===== config.mk =====
export PLATFORM = sky130hd
export DESIGN_NAME = hex_display_scan_flat
export DESIGN_NICKNAME = d
export VERILOG_FILES = /design/src/rtl/hex_display_scan_pkg.sv /design/src/rtl/hex_display_scan_if.sv /design/src/rtl/hex_display_scan_decode.sv /design/src/rtl/hex_display_scan.sv /design/src/flat_wrapper.sv
export SDC_FILE = /design/constraint.sdc
export NUM_CORES = 1
export LEC_CHECK = 0
export BUFFER_PORTS_ARGS = -buffer_cell sky130_fd_sc_hd__buf_2
export CAP_MARGIN = 15
export CORE_UTILIZATION = 40
export CTS_CLUSTER_DIAMETER = 60
export CTS_CLUSTER_SIZE = 28
export DETAILED_ROUTE_END_ITERATION = 10
export SYNTH_ARGS = -nofsm -noshare
export SYNTH_HDL_FRONTEND = slang
export SYNTH_SLANG_ARGS = --single-unit

===== constraint.sdc =====
create_clock -name clk -period 4.8 [get_ports clk]
set_clock_uncertainty 0.05 [all_clocks]
set_input_delay 0.96 -clock clk [delete_from_list [all_inputs] [get_ports clk]]
set_output_delay 0.96 -clock clk [all_outputs]
set_load 0.02 [all_outputs]

===== src/rtl/hex_display_scan_pkg.sv =====
// Shared types, 7-segment font table and nibble-to-segment helper for the
// hex display scanner.
package hex_display_pkg;

  typedef logic [6:0] seg7_t;

  typedef enum logic {
    ST_BLANK = 1'b0,
    ST_DRIVE = 1'b1
  } scan_state_t;

  // Active-high segment patterns {g,f,e,d,c,b,a} for 0..F
  localparam seg7_t HEX_FONT [16] = '{
    7'h3F, 7'h06, 7'h5B, 7'h4F,
    7'h66, 7'h6D, 7'h7D, 7'h07,
    7'h7F, 7'h6F, 7'h77, 7'h7C,
    7'h39, 7'h5E, 7'h79, 7'h71
  };

  function automatic seg7_t hex_to_seg(input logic [3:0] nibble);
    return HEX_FONT[nibble];
  endfunction

endpackage


===== src/rtl/hex_display_scan_if.sv =====
// CPU-side write port and display pin bundle for the hex display scanner.
interface hex_display_scan_if #(
  parameter int NUM_DIGITS = 8
);
  import hex_display_pkg::*;

  logic [31:0]           value;
  logic                  value_we;
  seg7_t                 seg;
  logic                  dp;
  logic [NUM_DIGITS-1:0] an;
  logic                  frame_start;

  modport master (output value, value_we, input seg, dp, an, frame_start);
  modport slave  (input value, value_we, output seg, dp, an, frame_start);
endinterface


===== src/rtl/hex_display_scan_decode.sv =====
// Combinational hex nibble to active-high 7-segment pattern decoder.
module hex7seg_decode
  import hex_display_pkg::*;
(
  input  logic [3:0] nibble,
  output seg7_t      seg
);

  assign seg = hex_to_seg(nibble);

endmodule


===== src/rtl/hex_display_scan.sv =====
// Double-buffered, prescaled multiplexed hex display driver with per-slot blanking.
// Optional leading-zero suppression when HEX_LZ_BLANK_EN is defined.
module hex_display_scan
  import hex_display_pkg::*;
#(
  parameter int NUM_DIGITS   = 8,
  parameter int CLK_DIV      = 50000,
  parameter int BLANK_CYCLES = 2,
  parameter bit ACTIVE_LOW   = 1'b1
) (
  input logic               clk,
  input logic               rst_n,
  hex_display_scan_if.slave bus
);

  localparam int CNT_W = (CLK_DIV > 1) ? $clog2(CLK_DIV) : 1;
  localparam int IDX_W = (NUM_DIGITS > 1) ? $clog2(NUM_DIGITS) : 1;
  localparam logic [CNT_W-1:0]      CNT_LAST  = CNT_W'(CLK_DIV - 1);
  localparam logic [CNT_W-1:0]      BLANK_END = CNT_W'(BLANK_CYCLES);
  localparam logic [IDX_W-1:0]      IDX_LAST  = IDX_W'(NUM_DIGITS - 1);
  localparam logic [NUM_DIGITS-1:0] AN_POL    = {NUM_DIGITS{ACTIVE_LOW}};
  localparam seg7_t                 SEG_POL   = {7{ACTIVE_LOW}};

  logic [CNT_W-1:0]      cnt_r, cnt_nx_s;
  logic [IDX_W-1:0]      digit_idx_r, digit_idx_nx_s;
  logic                  slot_wrap_s, frame_wrap_s;
  scan_state_t           state_r, state_nx_s;
  logic [31:0]           shadow_r, display_reg_r;
  logic                  pending_r;
  logic [3:0]            nibble_s;
  seg7_t                 font_s, seg_act_s, seg_r;
  logic [NUM_DIGITS-1:0] digit_sel_s, digit_vis_s, an_act_s, an_r;
  logic                  dp_r, frame_start_r;
`ifdef HEX_LZ_BLANK_EN
  logic                  nz_above_s;
`endif

  // Slot counter and digit index successor values
  always_comb begin
    slot_wrap_s  = (cnt_r == CNT_LAST);
    frame_wrap_s = slot_wrap_s && (digit_idx_r == IDX_LAST);
    if (slot_wrap_s) begin
      cnt_nx_s = {CNT_W{1'b0}};
    end else begin
      cnt_nx_s = cnt_r + CNT_W'(1'b1);
    end
    if (frame_wrap_s) begin
      digit_idx_nx_s = {IDX_W{1'b0}};
    end else if (slot_wrap_s) begin
      digit_idx_nx_s = digit_idx_r + IDX_W'(1'b1);
    end else begin
      digit_idx_nx_s = digit_idx_r;
    end
  end

  // Scan state follows the counter so state_r always matches cnt_r
  always_comb begin
    if (cnt_nx_s < BLANK_END) begin
      state_nx_s = ST_BLANK;
    end else begin
      state_nx_s = ST_DRIVE;
    end
  end

  // Scan position and state registers
  always_ff @(posedge clk) begin
    if (!rst_n) begin
      cnt_r       <= {CNT_W{1'b0}};
      digit_idx_r <= {IDX_W{1'b0}};
      state_r     <= ST_BLANK;
    end else begin
      cnt_r       <= cnt_nx_s;
      digit_idx_r <= digit_idx_nx_s;
      state_r     <= state_nx_s;
    end
  end

  // Shadow capture; the frame boundary promotes the pre-write shadow
  always_ff @(posedge clk) begin
    if (!rst_n) begin
      shadow_r      <= 32'h0000_0000;
      display_reg_r <= 32'h0000_0000;
      pending_r     <= 1'b0;
    end else begin
      if (bus.value_we) begin
        shadow_r <= bus.value;
      end else begin
        shadow_r <= shadow_r;
      end
      if (frame_wrap_s && pending_r) begin
        display_reg_r <= shadow_r;
      end else begin
        display_reg_r <= display_reg_r;
      end
      if (bus.value_we) begin
        pending_r <= 1'b1;
      end else if (frame_wrap_s) begin
        pending_r <= 1'b0;
      end else begin
        pending_r <= pending_r;
      end
    end
  end

  // Digit select, nibble mux and per-digit visibility
  always_comb begin
    nibble_s    = 4'h0;
    digit_sel_s = {NUM_DIGITS{1'b0}};
    digit_vis_s = {NUM_DIGITS{1'b1}};
`ifdef HEX_LZ_BLANK_EN
    nz_above_s  = 1'b0;
`endif
    for (int i = NUM_DIGITS - 1; i >= 0; i--) begin
      if (digit_idx_r == IDX_W'(i)) begin
        digit_sel_s[i] = 1'b1;
        nibble_s       = display_reg_r[4*i +: 4];
      end else begin
        digit_sel_s[i] = 1'b0;
      end
`ifdef HEX_LZ_BLANK_EN
      // Digits above the most-significant nonzero nibble stay dark; digit 0 never does
      nz_above_s     = nz_above_s | (display_reg_r[4*i +: 4] != 4'h0);
      digit_vis_s[i] = nz_above_s || (i == 0);
`else
      digit_vis_s[i] = 1'b1;
`endif
    end
  end

  hex7seg_decode u_decode (
    .nibble (nibble_s),
    .seg    (font_s)
  );

  // Active-high pin intent for the current state
  always_comb begin
    an_act_s  = {NUM_DIGITS{1'b0}};
    seg_act_s = 7'h00;
    case (state_r)
      ST_BLANK: begin
        an_act_s  = {NUM_DIGITS{1'b0}};
        seg_act_s = 7'h00;
      end
      ST_DRIVE: begin
        an_act_s  = digit_sel_s & digit_vis_s;
        seg_act_s = font_s;
      end
      default: begin
        an_act_s  = {NUM_DIGITS{1'b0}};
        seg_act_s = 7'h00;
      end
    endcase
  end

  // Registered pins with polarity applied
  always_ff @(posedge clk) begin
    if (!rst_n) begin
      an_r          <= AN_POL;
      seg_r         <= SEG_POL;
      dp_r          <= ACTIVE_LOW;
      frame_start_r <= 1'b0;
    end else begin
      an_r          <= an_act_s ^ AN_POL;
      seg_r         <= seg_act_s ^ SEG_POL;
      dp_r          <= ACTIVE_LOW;
      frame_start_r <= frame_wrap_s;
    end
  end

  assign bus.an          = an_r;
  assign bus.seg         = seg_r;
  assign bus.dp          = dp_r;
  assign bus.frame_start = frame_start_r;

endmodule


===== src/flat_wrapper.sv =====
// flat-port wrapper written by rule: the top's interface ports become plain ports
module hex_display_scan_flat import hex_display_pkg::*;
#(
  parameter int NUM_DIGITS   = 8,
  parameter int CLK_DIV      = 50000,
  parameter int BLANK_CYCLES = 2,
  parameter bit ACTIVE_LOW   = 1'b1
)
  (clk, rst_n, bus_value, bus_value_we, bus_seg, bus_dp, bus_an, bus_frame_start);
  hex_display_scan_if #(.NUM_DIGITS(NUM_DIGITS)) bus_i ();
  input logic clk;
  input logic rst_n;
  input wire logic [$bits(bus_i.value)-1:0] bus_value;
  input wire logic [$bits(bus_i.value_we)-1:0] bus_value_we;
  output wire logic [$bits(bus_i.seg)-1:0] bus_seg;
  output wire logic [$bits(bus_i.dp)-1:0] bus_dp;
  output wire logic [$bits(bus_i.an)-1:0] bus_an;
  output wire logic [$bits(bus_i.frame_start)-1:0] bus_frame_start;
  assign bus_i.value = bus_value;
  assign bus_i.value_we = bus_value_we;
  assign bus_seg = bus_i.seg;
  assign bus_dp = bus_i.dp;
  assign bus_an = bus_i.an;
  assign bus_frame_start = bus_i.frame_start;
  hex_display_scan #(.NUM_DIGITS(NUM_DIGITS), .CLK_DIV(CLK_DIV), .BLANK_CYCLES(BLANK_CYCLES), .ACTIVE_LOW(ACTIVE_LOW)) u_core (.clk(clk), .rst_n(rst_n), .bus(bus_i));
endmodule

* Word-level counts from Yosys, hierarchy flattened
Memories as Yosys holds them, arrays and structs flattened.
Cells that the tools add are included.
** Word-level totals
- Output and inout bits :: 17
- Bits in registers :: 101
- Logic and storage cells :: 56
- Memories kept :: 1
- Bits of input ports :: 35
- Bits in read-only memories :: 112
** Memory list
- (no name shown) :: depth 16, width 7, read ports 1, clocked after Yosys merged registers in 0, wr ports 0, RTL line hex_display_scan_pkg.sv:21 : return HEX_FONT[nibble];
** Operators by class
- $lt $le $gt $ge :: 2
- Bitwise gates (word level) :: 5
- Equal/unequal tests :: 8
- Reduce and logical (&&, ||, !) cells :: 5
- Add/sub/neg operators :: 2
- Multiplexer cells :: 24
** Operator list (number)
- 4-bit 2-to-1 mux :: 8
- 16-bit by 1-bit adder with 16-bit output (second input constant) :: 1
- 16-bit == test (second input constant) :: 1
- 16-bit by 2-bit < comparator with 1-bit output (second input constant) :: 1
- 16-bit 2-to-1 mux :: 1
- 8-bit one-hot mux with 2 select lines :: 1
- 7-bit 2-to-1 mux :: 2
- 7-bit one-hot mux with 2 select lines :: 1
- 3-bit == test (second input constant) :: 4
- 1-bit 2-to-1 mux :: 11
- 8-bit NOT :: 1
- 7-bit NOT :: 1
- 3-bit by 2-bit == test with 1-bit output (second input constant) :: 2
- 5-bit >= comparator (second input constant) :: 1
- 4-bit NOT with 5-bit output :: 1
- 3-bit by 1-bit adder with 3-bit output (second input constant) :: 1
- 3-bit by 1-bit == test with 1-bit output (second input constant) :: 1
- 3-bit logical NOT :: 1
- 1-bit logical AND :: 2
- 1-bit NOT :: 2
- 2-bit nonzero test :: 1
- 2-bit OR reduction :: 1

* Longest topological paths before layout
Gate-level depths: netlist (run 1).
- Depth after elaboration :: 15
- Gate-level depth with buffers :: 13
- Gate-level depth less buffers :: 12

* Cells and area by module
Synthesis (run 1) repeated with hierarchy kept, for this count alone.
** Second synthesis, totals
- Cell total of the unflattened synthesis :: 521
- Area total of the unflattened synthesis :: 4601.9 um^2
** Modules (own cells, without submodules)
- hex_display_scan :: area each 4311.6 um^2, instances 1, cells an instance 488, sequential area each 2021.9 um^2
- hex7seg_decode :: area each 290.3 um^2, instances 1, cells an instance 33, sequential area each 0.0 um^2

* Worst setup path after synthesis (run 1)
Ideal clock, no wire load.
- Path kind :: register to register
- From :: register u_core.digit_idx_r[0]
- To :: register u_core.seg_r[3], in the netlist u_core.bus.seg[3]
- Path slack :: 1929 ps
- Required time :: 4633 ps
- Setup time :: 117 ps
- Period minus slack after synthesis :: 2871 ps
- Stages on the path, launching flop included :: 12
- Arrival :: 2704 ps
- Buffers on the path :: 1
- Cells stage by stage :: dfxtp_1 > ha_1 > ha_1 > clkbuf_1 > or4b_1 > nor2_1 > o32ai_1 > o21a_1 > inv_1 > ha_1 > mux4_2 > nand2b_1
** On the way
- Cells in the longest elaborated chain, start to end :: 15
- Elaborated cells between the ends (all ways) :: 22
- Classes of those cells :: 7 x eq/ne; 11 x mux; 2 x bitwise; 1 x reduce/logical; 1 x memory
** RTL lines
- from (decl) :: RTL line hex_display_scan.sv:25 : logic [IDX_W-1:0] digit_idx_r, digit_idx_nx_s;
- from (signal assigned) :: RTL line hex_display_scan.sv:69 : digit_idx_r <= {IDX_W{1'b0}};
- from (signal assigned) :: RTL line hex_display_scan.sv:73 : digit_idx_r <= digit_idx_nx_s;
- 3-bit == test :: RTL line hex_display_scan.sv:114 : if (digit_idx_r == IDX_W'(i)) begin
- 4-bit 2-to-1 mux (7 in series) :: RTL line hex_display_scan.sv:114
- 4-bit 2-to-1 mux (*) :: RTL line hex_display_scan.sv:114
- 4-bit NOT with 5-bit output (implied by the code) (*) :: RTL line hex_display_scan_pkg.sv:21
- memory 16 x 7 bit (*)
- 7-bit 2-to-1 mux (implied by the code) (*) (2 in series) :: RTL line hex_display_scan_pkg.sv:21
- 7-bit one-hot mux with 2 select lines (*) :: RTL line hex_display_scan.sv:139 : case (state_r)
- 7-bit NOT (no source line) (*)
- to (signal assigned) :: RTL line hex_display_scan.sv:164 : seg_r <= seg_act_s ^ SEG_POL;
- to (decl) :: RTL line hex_display_scan.sv:31 : seg7_t font_s, seg_act_s, seg_r;
Every way passes the cells marked *; elsewhere a longest branch is shown, timed or not. The select of a mux whose other input is x is not followed.
A chain may end at the register's enable or synchronous reset.

* Worst setup path after layout (run 1)
- From :: register u_core.digit_idx_r[2]
- To :: register u_core.seg_r[3], in the netlist u_core.bus.seg[3]
The elaborated chain is that of the path after synthesis.

==> out/metrics.cfg, run 1 <==
[synthesis]
synth_area_per_cell_um2 = 9.03
synthFlopType = dfxtp_1
syn_nets = 554
synthArstFlopShare_pct = 0
synth_cell_types = 53
synth_area_leaders = dfxtp_1 (44%), mux2i_1 (7.7%), nand2_1 (6.7%)
yosys_warnings = 0
yosysTopAreaCellShare_pct = 44.3
syn_inst = 506
synth_seq_cells = 101
synth_most_common_cell = dfxtp_1
synth_edf_count = 0
syn-cell-area_um2 = 4570
ys_seq_area_share_pct = 44.3
synth_area_leader_cell = dfxtp_1
ys_top_cells_by_count = dfxtp_1 (101), nand2_1 (81), nor2b_1 (46)

[route]
drc = 0
routed_wirelength_mm = 9.45
wire_per_inst_um = 13.8
viasPerCell = 5.00
ant_nets = 0
drtIter0Drc = 172
vias = 3413
met3WireLength_um = 436
wl_met1_mm = 4.76
top_layer = met4
dr.pass1.iters = 4
dr_wl_met2_mm = 4.18

[power]
pwr-share-seq_pct = 53.9
switchingPower_mw = 0.366
leakagePower_nw = 2.00
p_int_mw = 1.26
clockPowerShare_pct = 40.4
power_density_nw_per_um2 = 317
total_power_mw = 1.62
swShare_pct = 22.5
power_frac_comb_pct = 5.6
ir_drop_mv = 0.229

[floorplanning]
initial_core_util_pct = 41.6
die_width_um = 109
io_pins = 52
die-area_um2 = 11900
core-area_um2 = 11000
fp.dieH_um = 109
rows = 38

[sta]
fin_crit_ns = 3.68
worstMarginPinSlew_ns = 1.03
timing.setup.tns_ns = 0
finalSetupViolations = 0
period_share_pct = 76.6
finalHoldViolCount = 0
rsz0062_at_grt = false
fmax_mhz = 272
slew_headroom_pct = 31.6
maxSlewViolCount = 0

[place]
dp_hpwl_mm = 6.59
portBuffers = 50
gp_congestion = 0.853

[clock_tree]
cts-htree-levels = 3
clk_latency_ns = 0.35
numCtsBuffers = 9
postCtsSetupBuffers = 0
cts.sinks = 101
cts_resized = 0
cts_tree = built
root_buffer = clkbuf_16
hold_buffers = 0
path_clk_slew_ns = 0.06
cts_buffer_depth = 2

[layout]
syn2layout_area_growth_pct = 12.1
n_fill_cell = 1106
drive_gt1_share_pct = 14.0
final_nets = 586
diodes = 0

[global_route]
grt_use_total_pct = 16.8
antenna_found_initial = 0
grt_start_max_net_pins = 50
grt_overflow_total = 0
grt_pass1_vias = 3103
grt_pass1_wl_mm = 15.3

[setup_path]
startpoint = u_core.digit_idx_r[2]
cp-start-kind = register
cp-end-kind = register
crit_required_ns = 4.97
r2r_setup_slack_ns = 1.12
crit_type = reg -> reg
cp_max_fo = 24
cp.arrival_ns = 3.85
crit-reg2reg-launch = u_core.digit_idx_r[2]

[hold_path]
hp-start = u_core.display_reg_r[5]
hold_class = reg -> reg

[run]
drv_cap = 0

[outcome]
outcome = finished, final reports clean

[state kept, by name, summed over array words and instances, names as in the netlist]
| name | cells |
|---|---|
| u_core.display_reg_r | 32 |
| u_core.cnt_r | 16 |
| u_core.pending_r | 1 |
| u_core.digit_idx_r | 3 |
| u_core.shadow_r | 32 |
| u_core.bus.frame_start | 1 |
| u_core.state_r | 1 |
| u_core.bus.an | 8 |
| u_core.bus.seg | 7 |
[layout by cell type (no fill, tap or decap), types with 4 or more instances in the layout]
cell type	netlist	routed
nor2_1	31	31
and2_1	4	4
a21oi_1	16	16
nand2_1	81	81
o21ai_0	8	8
a21boi_1	8	8
ha_1	13	13
o21a_1	4	4
inv_1	12	12
mux2i_1	35	35
nor2b_1	46	46
a21boi_0	24	24
and3_1	8	8
nand3_1	16	16
xor2_1	10	10
clkbuf_16	0	9
clkinvlp_4	0	4
dfxtp_1	101	101
buf_2	7	50
xnor2_1	6	6
nor3_1	4	4
[worst max-delay path, stage by stage (launching register included)]
cell      delay, ns
dfxtp_1        0.82
inv_1          0.24
ha_1           0.43
or4b_1         0.55
nor2_1         0.11
o32ai_1        0.10
o21a_1         0.22
inv_1          0.16
ha_1           0.27
mux4_2         0.46
nand2b_1       0.14
[cells by family after synthesis]
| kind of cell | share of synthesized area (%) |
|---|---|
| AOI/OAI and AO/OA | 13.0 |
| buffers and inverters | 4.63 |
| DFF | 44.3 |
| muxes | 8.41 |
| adders and majority gates | 3.56 |
| other | 0.0821 |
| and+or+nand+nor | 23.0 |
| xor gates and xnor gates | 3.07 |
[metrics by stage]
step | std cells | cell area [um2] | setup slack, ns | util (%) | hold WS [ns]
6_report | 683 | 5120 | 1.12 | 46.6 | 0.402
5_1_grt | 683 | 5120 | 0.922 | 46.6 | 0.425
3_3_place_gp | 667 | 4850 | 1.29 | 44.2 | 0.392
2_1_floorplan | 506 | 4570 | 1.93 | - | 0.380
4_1_cts | 683 | 5120 | 1.15 | 46.6 | 0.404
3_5_place_dp | 667 | 4850 | 1.17 | 44.2 | 0.396
[power by group through the flow]
stage / Clock (mW) / Sequential, mW / Combinational [mW]
6_report: 0.656 / 0.876 / 0.0913
5_1_grt: 0.714 / 0.878 / 0.102
4_1_cts: 0.679 / 0.876 / 0.0932
3_5_place_dp: 0 / 0.895 / 0.0931
3_3_place_gp: 0 / 0.894 / 0.0913
2_1_floorplan: 0 / 0.897 / 0.0579
[routing by layer]
| layer | vias up | track usage (%) |
|---|---|---|
| met3 | 5 | 4.78 |
| met2 | 68 | 25.4 |
| met1 | 1566 | 22.6 |
| met4 | 0 | 5.79 |
| met5 | - | 0 |
| li1 | 1774 | - |
[cell type report]
class                      count  area, um2  share of cell area [%]
inverter                      12       45.0                   0.880
multi-input combinational    361       2330                    45.6
sequential                   101       2020                    39.5
clock buffer                  10        229                    4.47
clock inverter                 6       40.0                   0.782
timing repair buffer          53        273                    5.33
tap                          140        175                    3.42
[final timing paths]
check,endpoint,cells after the start
max,u_core.bus.seg[3],10
min,u_core.display_reg_r[5],2
max reg2reg,u_core.bus.seg[3],10
min reg2reg,u_core.display_reg_r[5],2
Note: power is estimated with default switching activity, not from simulation.
==> run 2, diff against run 1 <==
--- a/config.mk
+++ b/config.mk
@@ -5,6 +5,7 @@
 export SDC_FILE = /design/constraint.sdc
 export NUM_CORES = 1
 export LEC_CHECK = 0
+export ABC_AREA = 1
 export BUFFER_PORTS_ARGS = -buffer_cell sky130_fd_sc_hd__buf_2
 export CAP_MARGIN = 15
 export CORE_UTILIZATION = 40
==> constraint.sdc (replaced) <==
create_clock -name clk -period 3.5 [get_ports clk]
set_clock_uncertainty 0.05 [all_clocks]
set_input_delay 0.7 -clock clk [delete_from_list [all_inputs] [get_ports clk]]
set_output_delay 0.7 -clock clk [all_outputs]
set_load 0.02 [all_outputs]
==> run 2 against run 1 <==
Compared with the run above: worst hold slack improved by 0.022 ns; global-route usage increased by 0.71 points; non-clock buffer count decreased by 1; sequential power increased by 38%; clock-buffer cell count unchanged; largest power group unchanged; highest routed layer unchanged.
==> out/metrics.cfg, run 2 <==
[sta]
fmax_mhz = 389  ; +43%
period_share_pct = 73.4  ; -3.2 points
finalHoldViolCount = 0  ; unchanged
fin_ws_ns = 0.931  ; -0.190 ns
timing.setup.tns_ns = 0  ; unchanged
finalSetupViolations = 0  ; unchanged
slew_headroom_pct = 39.5  ; +7.9 points
fin_hold_ws_ns = 0.423  ; +0.0216 ns
maxSlewViolCount = 0  ; unchanged
worstMarginPinSlew_ns = 0.906  ; -0.119 ns
fin_crit_ns = 2.57  ; -1.11 ns
rsz0062_at_grt = false

[floorplanning]
rows = 38  ; unchanged
io_pins = 52  ; unchanged
fp.dieH_um = 107  ; -1.3%
die-area_um2 = 11500  ; -2.7%
core-area_um2 = 10800  ; -1.3%
die_width_um = 107  ; -1.3%
initial_core_util_pct = 41.0  ; -0.60 points

[setup_path]
crit_type = reg -> reg
worstRegToRegCells = 17  ; +7
cp.arrival_ns = 2.82  ; -1.03 ns
crit_required_ns = 3.75  ; -1.22 ns
cp_max_fo = 9  ; -63%
crit_path_frequent_cell = nand2_1
cp-start-kind = register
regToRegEndpoint = u_core.bus.seg[1]
max_stage_delay_ns = 0.61  ; -0.21 ns
r2r_setup_slack_ns = 0.93  ; -0.19 ns
crit-reg2reg-launch = u_core.digit_idx_r[2]
worstPathCellList = ha_1 -> nand2_1 -> nand2_1 -> nand3_1 -> nand2_1 -> nand2_1 -> nand2_1 -> nand2_1 -> nand2_1 -> nand2_1 -> inv_1 -> ha_1 -> inv_1 -> nand3_1 -> nand3_1 -> nand2_1 -> nand2_1
cp-end-kind = register
critPathSlowestCell = dfxtp_1

[synthesis]
synth_cell_types = 33  ; -38%
synth_area_leader_cell = dfxtp_1
synth_most_common_cell = nor2_1
ys_seq_area_share_pct = 45.5  ; +1.2 points
syn-cell-area_um2 = 4440  ; -2.7%
synth_seq_cells = 101  ; unchanged
synthFlopType = dfxtp_1
syn_inst = 628  ; +24%
synth_area_leaders = dfxtp_1 (45%), nor2_1 (14%), nand2_1 (9.9%)
synth_area_per_cell_um2 = 7.08  ; -22%
syn_nets = 676  ; +22%
ys_top_cells_by_count = nor2_1 (160), nand2_1 (117), dfxtp_1 (101)
yosys_warnings = 0  ; unchanged
synthArstFlopShare_pct = 0  ; unchanged
synth_edf_count = 0  ; unchanged
yosysTopAreaCellShare_pct = 45.5  ; +1.2 points

[hold_path]
hp-start = u_core.display_reg_r[22]
hold_class = reg -> reg
min_path_cells = 2  ; unchanged
hold_end = u_core.display_reg_r[22]

[clock_tree]
path_clk_slew_ns = 0.10  ; +0.04 ns
postCtsSetupBuffers = 0  ; unchanged
clk_latency_ns = 0.36  ; about the same
cts_tree = built
numCtsBuffers = 9  ; unchanged
cts_buffer_depth = 2  ; unchanged
cts.sinks = 101  ; unchanged
cts_resized = 0  ; unchanged
root_buffer = clkbuf_8
hold_buffers = 0  ; unchanged
cts-htree-levels = 3  ; unchanged

[place]
portBuffers = 50  ; unchanged
dp_hpwl_mm = 6.82  ; +3.4%
dp_worst_setup_slack_ns = 0.993  ; -0.172 ns
gp_congestion = 0.868  ; +1.8%
placed_cell_area_um2 = 4730  ; -2.4%

[global_route]
grt_use_total_pct = 17.5  ; +0.71 points
grt_pass1_vias = 3588  ; +16%
grt_start_max_net_pins = 68  ; +36%
grt_overflow_total = 0  ; unchanged
grt_pass1_wl_mm = 16.1  ; +5.2%
antenna_found_initial = 0  ; unchanged

[route]
drc = 0  ; unchanged
viasPerCell = 4.71  ; -5.7%
drtIter0Drc = 136  ; -21%
dr.pass1.iters = 4  ; unchanged
wire_per_inst_um = 11.4  ; -18%
ant_nets = 0  ; unchanged
routed_wirelength_mm = 9.20  ; -2.6%
vias = 3816  ; +12%

[layout]
finalCoreUtilization_pct = 45.6  ; -0.96 points
reg_top3 = u_core.display_reg_r: 32 flops, u_core.shadow_r: 32 flops, u_core.cnt_r: 16 flops
seqCellArea_um2 = 2020  ; unchanged
diodes = 0  ; unchanged
layout_commonest_cell = nor2_1
drive_gt1_share_pct = 13.3  ; -0.71 points
final_cell_mix = nor2_1 (160), nand2_1 (117), dfxtp_1 (101)
final_nets = 713  ; +22%
postLayoutCellArea_um2 = 4950  ; -3.3%
n_fill_cell = 1158  ; +4.7%
multi_input_area_um2 = 2070  ; -11%
syn2layout_area_growth_pct = 11.3

[outcome]
outcome = finished, final reports clean

[power]
leakagePower_nw = 2.23  ; +12%
ir_drop_mv = 0.321  ; +40%
power_density_nw_per_um2 = 424  ; +34%

[run]
drv_cap = 0  ; unchanged

[run 2: cell count changes after synthesis, moves of 6 or more]
cell,before,now
nor2b_1,46,0
o21ai_0,8,53
o21ai_1,1,19
nand2_2,0,7
mux2i_1,35,0
nand3_1,16,36
a21boi_1,8,0
xor2_1,10,4
a21boi_0,24,0
and3_1,8,0
inv_2,0,8
nand2_1,81,117
inv_1,12,44
nor2_1,31,160
[run 2: worst max-delay path: cells and delay by family (launching register included)]
kind | cells | cell delay [ns]
fa+ha+maj | 2 | 0.66
flops | 1 | 0.61
buf+inv | 2 | 0.22
simple gates | 13 | 0.94
[run 2: report_power, final]
group	total, mW	internal, mW	switching, mW	leakage [nW]
clock network	0.775	0.362	0.412	0.103
logic	0.121	0.0459	0.0746	1.31
registers	1.21	1.19	0.0187	0.825
total	2.10	1.59	0.506	2.23
[run 2: area by class of cell]
| class | instances | share of cell area (%) |
|---|---|---|
| inverters | 53 | 4.02 |
| well taps | 140 | 3.54 |
| clock buffers | 10 | 2.78 |
| multi-input cells | 448 | 41.9 |
| clock inverters | 6 | 1.54 |
| repair buffers | 52 | 5.36 |
| flip-flops and latches | 101 | 40.9 |
[run 2: stage by stage]
stage | power [mW] | cells
6_report | 2.10 | 810
5_1_grt | 2.20 | 810
4_1_cts | 2.13 | 810
3_5_place_dp | 1.35 | 794
3_3_place_gp | 1.35 | 794
2_1_floorplan | 1.31 | 628
[run 2: routing by layer]
layer	global-route usage, %	share of wire (%)	up-vias
met5	0	0	-
met4	5.87	0.97	0
met3	4.00	3.9	5
met2	27.7	44	64
met1	23.3	51	1695
li1	-	-	2052
[run 2: cell families (layout without fill, tap and decap cells)]
logic type,Yosys count,after routing,synth area share [%]
AO/OA/AOI/OAI,89,89,10.3
other,1,1,0.0844
buffers and inverters,79,121,7.85
XOR/XNOR,6,6,1.18
flip-flops,101,101,45.5
adder cells (fa/ha/maj),13,13,3.66
AND/OR/NAND/NOR,339,339,31.4
[run 2: worst max-delay path by stage]
| stage | startpoint | end | slack, ns | depth (start not counted) |
|---|---|---|---|---|
| floorplan | u_core.digit_idx_r[0] | u_core.bus.seg[1] | 1.39 | 18 |
| global placement | u_core.digit_idx_r[2] | u_core.bus.seg[1] | 0.99 | 16 |
| detailed placement | u_core.digit_idx_r[2] | u_core.bus.seg[1] | 0.99 | 16 |
| CTS | u_core.digit_idx_r[2] | u_core.bus.seg[1] | 0.95 | 17 |
| global route | u_core.digit_idx_r[2] | u_core.bus.seg[1] | 0.70 | 17 |
| finish | u_core.digit_idx_r[2] | u_core.bus.seg[1] | 0.93 | 17 |
==> run 3, diff against run 2 <==
==> constraint.sdc (replaced) <==
create_clock -name clk -period 2.6 [get_ports clk]
set_clock_uncertainty 0.05 [all_clocks]
set_input_delay 0.52 -clock clk [delete_from_list [all_inputs] [get_ports clk]]
set_output_delay 0.52 -clock clk [all_outputs]
set_load 0.02 [all_outputs]
==> run 3 against run 2 <==
Compared with the run above: die area unchanged; first-iteration DRC count is 23% higher; setup slack got worse by 0.62 ns; design area up 1.0%; maximum frequency is 12% higher.
==> out/metrics.cfg, run 3 (synthesis results as in run 2) <==
[sta]
finalHoldViolCount = 0  ; unchanged
fin_crit_ns = 2.29  ; -0.276 ns
worstMarginPinSlew_ns = 0.873  ; -0.0339 ns
period_share_pct = 88.2  ; +15 points
fin_hold_ws_ns = 0.309  ; -0.114 ns
finalSetupViolations = 0  ; unchanged
timing.setup.tns_ns = 0  ; unchanged
maxSlewViolCount = 0  ; unchanged
rsz0062_at_grt = false
slew_headroom_pct = 41.8  ; +2.3 points
fmax_mhz = 436  ; +12%

[setup_path]
worstRegToRegCells = 15  ; -2
worstPathCellList = ha_1 -> ha_1 -> nor2_1 -> nand2_1 -> nand2_1 -> nand2_1 -> nand2_1 -> nand2_2 -> inv_1 -> ha_1 -> inv_1 -> nand3_1 -> nand3_1 -> nand2_1 -> nand2_1
cp.arrival_ns = 2.49  ; -0.33 ns
r2r_setup_slack_ns = 0.31  ; -0.62 ns
cp_max_fo = 8  ; -1
startpoint = u_core.digit_idx_r[0]
crit_required_ns = 2.80  ; -0.95 ns
max_stage_delay_ns = 0.40  ; -0.21 ns
critPathSlowestCell = dfxtp_1
cp-start-kind = register
cp-end-kind = register
crit_type = reg -> reg
crit_path_frequent_cell = nand2_1
crit-reg2reg-launch = u_core.digit_idx_r[0]

[route]
dr.pass1.iters = 4  ; unchanged
wire_per_inst_um = 11.6  ; +2.3%
drc = 0  ; unchanged
routed_wirelength_mm = 9.48  ; +3.0%
drtIter0Drc = 167  ; +23%
ant_nets = 0  ; unchanged
vias = 3794  ; -0.58%
viasPerCell = 4.65  ; -1.3%

[place]
portBuffers = 50  ; unchanged
gp_congestion = 0.852  ; -1.9%
dp_hpwl_mm = 6.85  ; +0.45%
placed_cells = 800  ; +0.76%

[run]
drv_cap = 0  ; unchanged

[clock_tree]
clk_latency_ns = 0.37  ; about the same
hold_buffers = 0  ; unchanged
cts-htree-levels = 3  ; unchanged
cts_tree = built
cts.sinks = 101  ; unchanged
root_buffer = clkbuf_8
numCtsBuffers = 9  ; unchanged
path_clk_slew_ns = 0.10  ; about the same
cts_buffer_depth = 2  ; unchanged

[global_route]
grt_pass1_vias = 3520  ; -1.9%
grt_use_total_pct = 17.9  ; +0.45 points
grt_start_max_net_pins = 66  ; -2.9%
grt.busiest_layer = met2
grt.met1_usage_pct = 25.3  ; +2.0 points
antenna_found_initial = 0  ; unchanged
grt_pass1_wl_mm = 16.3  ; +1.4%
grtUsageMet3_pct = 4.60  ; +0.61 points
grt_use_met2_pct = 26.0  ; -1.8 points
grt_overflow_total = 0  ; unchanged

[floorplanning]
core-area_um2 = 10800  ; unchanged
initial_core_util_pct = 41.0  ; unchanged
fp.dieH_um = 107  ; unchanged
die_width_um = 107  ; unchanged
rows = 38  ; unchanged
io_pins = 52  ; unchanged
die-area_um2 = 11500  ; unchanged

[power]
switchingPower_mw = 0.675  ; +33%
p_int_mw = 2.07  ; +30%
power_frac_comb_pct = 5.9  ; +0.2 points
swShare_pct = 24.6  ; +0.50 points
clockPowerShare_pct = 35.0  ; -1.9 points
ir_drop_mv = 0.319  ; -0.56%
power_density_nw_per_um2 = 549  ; +29%
pwr-share-seq_pct = 59.0  ; +1.6 points
leakagePower_nw = 2.26  ; +1.1%

[layout]
drive_gt1_share_pct = 14.3  ; +1.1 points
layout_commonest_cell = nor2_1
final_cell_mix = nor2_1 (160), nand2_1 (116), dfxtp_1 (101)
diodes = 0  ; unchanged
fin_cells = 816  ; +0.74%
final_nets = 719  ; +0.84%
reg_top3 = u_core.display_reg_r: 32 flops, u_core.shadow_r: 32 flops, u_core.cnt_r: 16 flops
syn2layout_area_growth_pct = 12.5

[hold_path]
hp-start = bus_value[2]
hold_class = in -> reg
min_path_cells = 3  ; +1

[outcome]
outcome = finished, final reports clean

## run 3: cell types whose count changed in the layout (fill, tap and decap cells not counted), sizes merged
cell      delta
buf          +6
bufinv       -1
clkbuf       +1
clkinv       +2
clkinvlp     -1
inv          -1
## run 3: layout make-up
cell class / count / area, um2
repair buffers: 58 / 323
clock inverters: 5 / 41.3
clock buffers: 11 / 151
inverters: 53 / 199
multi-input cells: 448 / 2090
well taps: 140 / 175
flip-flops and latches: 101 / 2020
fillers: 1148 / 5840
## run 3: what timing repair did
action / 4_1_cts / 5_1_grt
setup buffers: 0 / 0
setup endpoints to repair: 0 / 2
gates resized for setup: 0 / 3
## run 3: worst max-delay path: cells and delay by family (launching register included)
family | cells | cell delay (ns)
adders and majority gates | 3 | 0.90
and+or+nand+nor | 10 | 0.69
DFF | 1 | 0.40
buffers and inverters | 2 | 0.14
## run 3: power groups by stage
stage / logic (mW) / registers (mW) / clock network [mW]
2_1_floorplan: 0.0968 / 1.66 / 0
3_3_place_gp: 0.163 / 1.66 / 0
3_5_place_dp: 0.164 / 1.66 / 0
4_1_cts: 0.166 / 1.62 / 1.00
5_1_grt: 0.189 / 1.63 / 1.07
6_report: 0.163 / 1.62 / 0.961
## run 3: per-layer routing
layer,vias to the layer above,part of all wire [%]
li1,2062,-
met1,1642,55
met2,76,40
met3,14,3.6
met4,0,1.6
met5,-,0
## run 3: worst paths after layout
| path | endpoint |
|---|---|
| worst min register to register | u_core.display_reg_r[2] |
| worst max-delay path | u_core.bus.seg[1] |
| worst min-delay path | u_core.shadow_r[2] |
| worst max register to register | u_core.bus.seg[1] |
## run 3: stage by stage
stage	cell area [um2]	setup slack, ns	utilization [%]	power [mW]
floorplan	4440	0.485	-	1.76
global placement	4790	0.331	44.2	1.82
detailed placement	4790	0.197	44.2	1.82
CTS	4980	0.186	46.0	2.79
global route	5000	0.0476	46.1	2.89
finish	5000	0.306	46.1	2.75
